===== config.mk =====
export PLATFORM = sky130hd
export DESIGN_NAME = mem_arbiter_flat
export DESIGN_NICKNAME = d
export VERILOG_FILES = /design/src/rtl/mem_arb_pkg.sv /design/src/rtl/mem_arbiter_if.sv /design/src/rtl/mem_arb_grant.sv /design/src/rtl/mem_arbiter.sv /design/src/flat_wrapper.sv
export SDC_FILE = /design/constraint.sdc
export NUM_CORES = 1
export LEC_CHECK = 0
export BUFFER_PORTS_ARGS = -buffer_cell sky130_fd_sc_hd__buf_2
export CAP_MARGIN = 20
export CELL_PAD_IN_SITES_DETAIL_PLACEMENT = 1
export CELL_PAD_IN_SITES_GLOBAL_PLACEMENT = 2
export CORE_MARGIN = 2
export CORE_UTILIZATION = 22
export DETAILED_ROUTE_END_ITERATION = 7
export GPL_TIMING_DRIVEN = 0
export PLACE_DENSITY_LB_ADDON = 0.1
export SLEW_MARGIN = 5
export SYNTH_ARGS = -nofsm -noshare
export SYNTH_HDL_FRONTEND = slang
export SYNTH_SLANG_ARGS = --single-unit

===== constraint.sdc =====
create_clock -name CLK -period 3 [get_ports CLK]
set_input_delay 0.6 -clock CLK [delete_from_list [all_inputs] [get_ports CLK]]
set_output_delay 0.6 -clock CLK [all_outputs]
set_load 0.02 [all_outputs]

===== src/rtl/mem_arb_pkg.sv =====
// Shared types and default widths for the IF/EX block-memory arbiter.
package mem_arb_pkg;
    typedef enum logic [1:0] {OWN_NONE, OWN_IF, OWN_EX} mem_owner_t;

    localparam int MEM_ADDR_W = 10;
    localparam int MEM_DATA_W = 32;
endpackage


===== src/rtl/mem_arbiter_if.sv =====
// Bus bundle between the fetch/execute requesters, the arbiter and block_memory.
// master = arbiter view, slave = requesters + memory view.
interface mem_arbiter_if
    import mem_arb_pkg::*;
#(
    parameter int ADDR_W = MEM_ADDR_W,
    parameter int DATA_W = MEM_DATA_W
) ();
    logic              IF_REQ;
    logic [ADDR_W-1:0] IF_ADDR;
    logic              IF_GNT;
    logic              IF_VALID;
    logic [DATA_W-1:0] IF_RDATA;

    logic              EX_REQ;
    logic              EX_WE;
    logic [ADDR_W-1:0] EX_ADDR;
    logic [DATA_W-1:0] EX_WDATA;
    logic              EX_GNT;
    logic              EX_VALID;
    logic [DATA_W-1:0] EX_RDATA;

    logic              MEM_EN;
    logic              MEM_WE;
    logic [ADDR_W-1:0] MEM_ADDR;
    logic [DATA_W-1:0] MEM_WDATA;
    logic [DATA_W-1:0] MEM_RDATA;

    modport master (
        input  IF_REQ, IF_ADDR, EX_REQ, EX_WE, EX_ADDR, EX_WDATA, MEM_RDATA,
        output IF_GNT, IF_VALID, IF_RDATA, EX_GNT, EX_VALID, EX_RDATA,
               MEM_EN, MEM_WE, MEM_ADDR, MEM_WDATA
    );

    modport slave (
        output IF_REQ, IF_ADDR, EX_REQ, EX_WE, EX_ADDR, EX_WDATA, MEM_RDATA,
        input  IF_GNT, IF_VALID, IF_RDATA, EX_GNT, EX_VALID, EX_RDATA,
               MEM_EN, MEM_WE, MEM_ADDR, MEM_WDATA
    );
endinterface


===== src/rtl/mem_arb_grant.sv =====
// Grant selection between IF and EX: fixed priority EX > IF with a starvation
// override, or round robin when MEM_ARB_ROUND_ROBIN_EN is defined.
module mem_arb_grant
    import mem_arb_pkg::*;
#(
    parameter int STARVE_LIMIT = 4
) (
    input  logic CLK,
    input  logic RST,
    input  logic if_req,
    input  logic ex_req,
    output logic if_gnt,
    output logic ex_gnt
);
    logic if_wins;

`ifdef MEM_ARB_ROUND_ROBIN_EN
    mem_owner_t last_gnt;

    always_ff @(posedge CLK) begin
        if (RST)         last_gnt <= OWN_IF;
        else if (ex_gnt) last_gnt <= OWN_EX;
        else if (if_gnt) last_gnt <= OWN_IF;
    end

    assign if_wins = (last_gnt == OWN_EX);
`else
    localparam int CNT_W = $clog2(STARVE_LIMIT + 1);
    logic [CNT_W-1:0] starve_cnt;

    // Counts cycles IF waits; holding at the limit keeps the override armed.
    always_ff @(posedge CLK) begin
        if (RST)                        starve_cnt <= '0;
        else if (!if_req || if_gnt)     starve_cnt <= '0;
        else if (starve_cnt != CNT_W'(STARVE_LIMIT))
                                        starve_cnt <= starve_cnt + 1'b1;
    end

    assign if_wins = (starve_cnt == CNT_W'(STARVE_LIMIT));
`endif

    always_comb begin
        if_gnt = 1'b0;
        ex_gnt = 1'b0;
        if (!RST) begin
            if (if_req && (!ex_req || if_wins)) if_gnt = 1'b1;
            else if (ex_req)                    ex_gnt = 1'b1;
        end
    end
endmodule


===== src/rtl/mem_arbiter.sv =====
// Shares one single-port block memory between instruction fetch and load/store.
// Build option: MEM_ARB_ROUND_ROBIN_EN selects round-robin contention policy.
module mem_arbiter
    import mem_arb_pkg::*;
#(
    parameter int ADDR_W       = MEM_ADDR_W,
    parameter int DATA_W       = MEM_DATA_W,
    parameter int STARVE_LIMIT = 4
) (
    input  logic CLK,
    input  logic RST,
    mem_arbiter_if.master bus
);
    logic              if_gnt, ex_gnt;
    logic              if_rsp, ex_rsp;
    mem_owner_t        rsp_owner;
    logic [DATA_W-1:0] if_rdata_q, ex_rdata_q;

    mem_arb_grant #(.STARVE_LIMIT(STARVE_LIMIT)) u_grant (
        .CLK    (CLK),
        .RST    (RST),
        .if_req (bus.IF_REQ),
        .ex_req (bus.EX_REQ),
        .if_gnt (if_gnt),
        .ex_gnt (ex_gnt)
    );

    assign bus.IF_GNT = if_gnt;
    assign bus.EX_GNT = ex_gnt;

    always_comb begin
        bus.MEM_EN    = if_gnt | ex_gnt;
        bus.MEM_WE    = 1'b0;
        bus.MEM_ADDR  = {ADDR_W{1'b0}};
        bus.MEM_WDATA = {DATA_W{1'b0}};
        if (ex_gnt) begin
            bus.MEM_WE    = bus.EX_WE;
            bus.MEM_ADDR  = bus.EX_ADDR;
            bus.MEM_WDATA = bus.EX_WDATA;
        end else if (if_gnt) begin
            bus.MEM_ADDR  = bus.IF_ADDR;
        end
    end

    always_ff @(posedge CLK) begin
        if (RST) begin
            rsp_owner  <= OWN_NONE;
            if_rdata_q <= '0;
            ex_rdata_q <= '0;
        end else begin
            rsp_owner <= (ex_gnt && !bus.EX_WE) ? OWN_EX :
                         if_gnt                 ? OWN_IF : OWN_NONE;
            if (rsp_owner == OWN_IF) if_rdata_q <= bus.MEM_RDATA;
            if (rsp_owner == OWN_EX) ex_rdata_q <= bus.MEM_RDATA;
        end
    end

    // Response cycle passes memory data straight through; the held copy covers
    // later cycles. Reset in the response cycle drops it entirely.
    assign if_rsp       = !RST && (rsp_owner == OWN_IF);
    assign ex_rsp       = !RST && (rsp_owner == OWN_EX);
    assign bus.IF_VALID = if_rsp;
    assign bus.EX_VALID = ex_rsp;
    assign bus.IF_RDATA = RST ? '0 : (if_rsp ? bus.MEM_RDATA : if_rdata_q);
    assign bus.EX_RDATA = RST ? '0 : (ex_rsp ? bus.MEM_RDATA : ex_rdata_q);
endmodule


===== src/flat_wrapper.sv =====
// flat-port wrapper written by rule: the top's interface ports become plain ports
module mem_arbiter_flat import mem_arb_pkg::*;
#(
    parameter int ADDR_W       = MEM_ADDR_W,
    parameter int DATA_W       = MEM_DATA_W,
    parameter int STARVE_LIMIT = 4
)
  (CLK, RST, bus_IF_REQ, bus_IF_ADDR, bus_EX_REQ, bus_EX_WE, bus_EX_ADDR, bus_EX_WDATA, bus_MEM_RDATA, bus_IF_GNT, bus_IF_VALID, bus_IF_RDATA, bus_EX_GNT, bus_EX_VALID, bus_EX_RDATA, bus_MEM_EN, bus_MEM_WE, bus_MEM_ADDR, bus_MEM_WDATA);
  mem_arbiter_if #(.ADDR_W(ADDR_W), .DATA_W(DATA_W)) bus_i ();
  input  logic CLK;
  input  logic RST;
  input wire logic [$bits(bus_i.IF_REQ)-1:0] bus_IF_REQ;
  input wire logic [$bits(bus_i.IF_ADDR)-1:0] bus_IF_ADDR;
  input wire logic [$bits(bus_i.EX_REQ)-1:0] bus_EX_REQ;
  input wire logic [$bits(bus_i.EX_WE)-1:0] bus_EX_WE;
  input wire logic [$bits(bus_i.EX_ADDR)-1:0] bus_EX_ADDR;
  input wire logic [$bits(bus_i.EX_WDATA)-1:0] bus_EX_WDATA;
  input wire logic [$bits(bus_i.MEM_RDATA)-1:0] bus_MEM_RDATA;
  output wire logic [$bits(bus_i.IF_GNT)-1:0] bus_IF_GNT;
  output wire logic [$bits(bus_i.IF_VALID)-1:0] bus_IF_VALID;
  output wire logic [$bits(bus_i.IF_RDATA)-1:0] bus_IF_RDATA;
  output wire logic [$bits(bus_i.EX_GNT)-1:0] bus_EX_GNT;
  output wire logic [$bits(bus_i.EX_VALID)-1:0] bus_EX_VALID;
  output wire logic [$bits(bus_i.EX_RDATA)-1:0] bus_EX_RDATA;
  output wire logic [$bits(bus_i.MEM_EN)-1:0] bus_MEM_EN;
  output wire logic [$bits(bus_i.MEM_WE)-1:0] bus_MEM_WE;
  output wire logic [$bits(bus_i.MEM_ADDR)-1:0] bus_MEM_ADDR;
  output wire logic [$bits(bus_i.MEM_WDATA)-1:0] bus_MEM_WDATA;
  assign bus_i.IF_REQ = bus_IF_REQ;
  assign bus_i.IF_ADDR = bus_IF_ADDR;
  assign bus_i.EX_REQ = bus_EX_REQ;
  assign bus_i.EX_WE = bus_EX_WE;
  assign bus_i.EX_ADDR = bus_EX_ADDR;
  assign bus_i.EX_WDATA = bus_EX_WDATA;
  assign bus_i.MEM_RDATA = bus_MEM_RDATA;
  assign bus_IF_GNT = bus_i.IF_GNT;
  assign bus_IF_VALID = bus_i.IF_VALID;
  assign bus_IF_RDATA = bus_i.IF_RDATA;
  assign bus_EX_GNT = bus_i.EX_GNT;
  assign bus_EX_VALID = bus_i.EX_VALID;
  assign bus_EX_RDATA = bus_i.EX_RDATA;
  assign bus_MEM_EN = bus_i.MEM_EN;
  assign bus_MEM_WE = bus_i.MEM_WE;
  assign bus_MEM_ADDR = bus_i.MEM_ADDR;
  assign bus_MEM_WDATA = bus_i.MEM_WDATA;
  mem_arbiter #(.ADDR_W(ADDR_W), .DATA_W(DATA_W), .STARVE_LIMIT(STARVE_LIMIT)) u_core (.CLK(CLK), .RST(RST), .bus(bus_i));
endmodule

# After elaboration in Yosys (flattened, before gate mapping)
# Cells that the tools add are included.
[totals] regBits=69 input_bits=89 out_inout_bits=112 elab_cells=38
[classes] add_sub_neg=1 eq_ne=4 n_mux=15 n_bitwise=1 reduce_logical=12
[ops] cell="$mux W32" n=5
[ops] cell="$mux W10" n=2
[ops] cell="$mux W1" n=7
[ops] cell="$logic_and A1 B1 Y1" n=4
[ops] cell="$logic_not A1 Y1" n=4
[ops] cell="$reduce_or A2 Y1" n=2
[ops] cell="$add A3 B1 Y3 const B" n=1
[ops] cell="$eq A3 B3 Y1 const B" n=1
[ops] cell="$ne A3 B3 Y1 const B" n=1
[ops] cell="$eq A2 B1 Y1 const B" n=1
[ops] cell="$eq A2 B2 Y1 const B" n=1
[ops] cell="$logic_or A1 B1 Y1" n=2
[ops] cell="$mux W2" n=1
[ops] cell="$or A1 B1 Y1" n=1

# Depth between registers and ports, before layout
[depth] ltp_word=7 mapped_depth=6 mapped_depth_nobuf=5

# Cells and area by module
# Synthesis repeated with hierarchy kept, for this count alone.
[unflattened] hier_cells=393 hier_area_um2=3950.0
[modules_own_cells] module="mem_arbiter" n_inst=1 cells_each=374 area_per_inst_um2=3777.4 seq_area_each_um2=1321.3
[modules_own_cells] module="mem_arb_grant" n_inst=1 cells_each=19 area_per_inst_um2=172.7 seq_area_each_um2=60.1

# Least setup slack after synthesis
# No wires, ideal clock.
[synth_path] path_type="input -> output" start="input port RST" end="output port bus_MEM_WDATA[22]" t_arrival_ns=1.659 required_ns=2.400 setup_slack_ns=0.741 path_stages=4 cell_sequence="buf_2 a311oi_4 buf_2 and2_1"
[synth_between] elab_chain_len=2
[synth_rtl] element="start, declared" line_no="flat_wrapper.sv:11" rtl="input logic RST;"
[synth_rtl] element="$mux W1" line_no="mem_arb_grant.sv:45" rtl="if (!RST) begin"
[synth_rtl] element="via bus_EX_GNT" line_no="flat_wrapper.sv:22" rtl="output wire logic [$bits(bus_i.EX_GNT)-1:0] bus_EX_GNT;"
[synth_rtl] element="$mux W32" line_no="mem_arbiter.sv:36" rtl="if (ex_gnt) begin"
[synth_rtl] element="end, declared" line_no="flat_wrapper.sv:28" rtl="output wire logic [$bits(bus_i.MEM_WDATA)-1:0] bus_MEM_WDATA;"
# The timed path passes the listed nets, and every way through them passes these cells.

# Final worst setup path
[layout_path] start="register u_core.u_grant.starve_cnt[0]" end="output port bus_MEM_WDATA[19]"
[layout_between] elab_chain_len=6
[layout_rtl] element="start, declared" line_no="mem_arb_grant.sv:29" rtl="logic [CNT_W-1:0] starve_cnt;"
[layout_rtl] element="start signal, assigned" line_no="mem_arb_grant.sv:36" rtl="starve_cnt <= starve_cnt + 1'b1;"
[layout_rtl] element="$eq A3 B3 Y1" line_no="mem_arb_grant.sv:39" rtl="assign if_wins = (starve_cnt == CNT_W'(STARVE_LIMIT));"
[layout_rtl] element="$logic_or A1 B1 Y1" line_no="mem_arb_grant.sv:46" rtl="if (if_req && (!ex_req || if_wins)) if_gnt = 1'b1;"
[layout_rtl] element="$logic_and A1 B1 Y1" line_no="mem_arb_grant.sv:46"
[layout_rtl] element="$mux W1" line_no="mem_arb_grant.sv:46"
[layout_rtl] element="$mux W1" line_no="mem_arb_grant.sv:45"
[layout_rtl] element="$mux W32" line_no="mem_arbiter.sv:36"
# Every way passes these cells.

==> metrics <==
wire length per cell 14.9 microns; worst hold path type in2reg; WP depth 6; Clk pwr share 44.7%; XOR/XNOR Fraction of Synth Area 0%; Via density 4.42; main combinational cell family by area after synthesis simple AND/OR/NAND/NOR gates; Synth area leader dfxtp_1; routed via count 3634; Pwr Density 514 nW/um^2; crit-path max FO 10; die width 123 microns; Synth top area share 44.4%; largest net degree at the start of global routing 11; # IOs 201; Antenna Nets Post-Route 0; status complete, no violations; fin crit period 2740 ps; Initial DRC Count 112; grt total ovfl 0; critical path data required time 2400 ps; Post-synth top cells 130 x nand2_1, 128 x a21oi_1, 69 x dfxtp_1; setup TNS 0 ps; Mapped Cells 429; initial core utilization 22.5%; Worst Setup EP bus_MEM_WDATA[19]; post-CTS setup buffers 0; worst endpoint data arrival time 2140 ps; Max-slew headroom 59.0%; Max stage delay on crit path 500 ps; H-tree lvl count 3; antenna diode count 0; Crit. Startpoint u_core.u_grant.starve_cnt[0]; LEAKAGE 2.17 nW; final worst-path cycle share 91.4%; Worst Tran Pin Value 614 ps; Post-Syn Area 3110 sq um; final hold vios 0; Async SR Flop Fraction 0%; Final Skew 4.84 ps; setup slack, reg-to-reg 1320 ps; cell with the largest stage delay on the worst path a311oi_4; dpl hpwl 9770 microns; clock tree sinks 69; post-synthesis simple-gate area fraction 24.7%; CTS resizes 0; critical path class reg2out; CP Launch Type register; most common cell in the netlist nand2_1; worst-path cell chain inv_1 -> ha_1 -> a311oi_4 -> clkbuf_1 -> and2_1 -> buf_2; number of flops mapped to enable cells by yosys 0; Logic pwr share 15.2%; # DRC 0; RR Startpoint u_core.u_grant.starve_cnt[0]; unrepaired setup endpoints after global routing no; Switch Pwr 617 uW; sequential area share after synthesis 44.4%; Synthesized Nets 520; CTS tree done; complex-gate fraction of the synthesized area 24.7%; Synth cell types 20; register clock-pin slew on the reported worst setup and hold paths 50 ps; Power Total 2.38 mW; VDD IR max 219 uV; path depth of the worst reg2reg path 5; CTS root buffer clkbuf_16; Die Footprint 15100 sq um; FP Rows 43; largest cells by area after synthesis dfxtp_1 44%, a21oi_1 21%, nand2_1 16%, and2_1 6.6%, clkbuf_1 2.9%; Syn Area/Cell 7.26 sq um; area delta synth->final 48.7%; CTS Buf Count 9; nets 730; GP Congestion 0.784; Synth Area in Adders 0.804%; dominant synthesized flop cell dfxtp_1; final core occ 33.5%; worst-case clock buffer depth 2; critical hold path startpoint bus_EX_WE; CTS Hold Bufs 0; sequential fraction of design power 40.1%; post-synthesis mux area share 0.321%; layout cell share with drive strength beyond 1 34.5%; vias in the first global route 3611; FF-to-FF End u_core.rsp_owner[1]; Synth Register Bits 69; delay-heaviest family, CP buffers and inverters; max-cap viol count 0; Int Pwr 1.76 mW; first-pass GRT wire length 18800 microns; CP endpoint kind primary output; GRT Util Overall 16.4%; Final Setup Violations 0; PortBufs 199; DIE HEIGHT 123 microns; drt total wl 12300 microns; Max Clock Freq 365 MHz; DRT Pass-1 Iters 6; core area 13800 sq um; Slew Viols, Final 0; Worst Path Buf+Inv 3; worst skew pair latency 330 ps; sw frac 25.9%; Yosys warning total 0; initial antenna violation count 0
[power groups by stage]
stage / clock (mW) / sequential [mW] / combinational (mW)
after CTS: 1.10 / 0.954 / 0.371
final: 1.06 / 0.954 / 0.362
after floorplan: 0 / 0.971 / 0.204
after detailed placement: 0 / 0.974 / 0.369
after global placement: 0 / 0.973 / 0.365
after global routing: 1.14 / 0.956 / 0.400
[cells by family after synthesis]
| group | after synthesis |
|---|---|
| buf+inv | 39 |
| mux | 1 |
| flops | 69 |
| fa+ha+maj | 2 |
| simple gates | 177 |
| compound gates | 141 |
[worst reg2reg max path: stages (launching register included)]
cell and delay, ps:
dfxtp_1 360, inv_1 60, ha_1 250, a311oi_4 500
buf_2 290, nor2b_1 150
[routing by layer]
layer | part of all wire, % | routed length (microns) | up-vias | track usage (%)
li1 | - | - | 1843 | -
met1 | 43 | 5240 | 1674 | 19.4
met2 | 49 | 6000 | 102 | 27.8
met3 | 6.3 | 771 | 15 | 5.30
met4 | 2.0 | 247 | 0 | 5.82
met5 | 0 | 0 | - | 0
[area by class of cell]
type	count	area (sq um)
fillers	1783	9200
repair buffers	199	996
well taps	180	225
plain buffers	36	146
clock inverters	1	30.0
inverters	3	11.3
multi-input cells	321	1580
flip-flops and latches	69	1380
clock buffers	14	264
[placed cells by master, fill, tap and decap left out, drive strengths merged]
| cell type | instances |
|---|---|
| mux2i | 1 |
| a311oi | 1 |
| nand2 | 130 |
| nor3b | 1 |
| a22o | 10 |
| ha | 2 |
| nor2 | 6 |
| and2 | 33 |
| nand2b | 2 |
| nor2b | 4 |
| clkbuf | 38 |
| dfxtp | 69 |
| bufinv | 1 |
| buf | 211 |
| a21boi | 2 |
| inv | 3 |
| and4 | 1 |
| a21oi | 128 |
[stage by stage]
stage,cells,setup slack (ps),hold WS (ps),instance area [sq um]
after detailed placement,808,325,458,4340
final,823,257,437,4630
after global placement,808,322,441,4340
after global routing,823,22.0,446,4630
after floorplan,429,741,425,3110
after CTS,823,177,425,4630
[state kept, by name (all words and copies together), names as in the netlist]
signal                     count
u_core.ex_rdata_q             32
u_core.if_rdata_q             32
u_core.u_grant.starve_cnt      3
u_core.rsp_owner               2
[worst min-delay path by stage]
stage / to / slack, ps / cells after the start
5_1_grt: u_core.rsp_owner[1] / 450 / 2
3_3_place_gp: u_core.u_grant.starve_cnt[0] / 440 / 1
6_report: u_core.rsp_owner[1] / 440 / 2
2_1_floorplan: u_core.u_grant.starve_cnt[0] / 420 / 1
3_5_place_dp: u_core.ex_rdata_q[9] / 460 / 2
4_1_cts: u_core.rsp_owner[1] / 430 / 2
(Power assumes the default switching activity.)
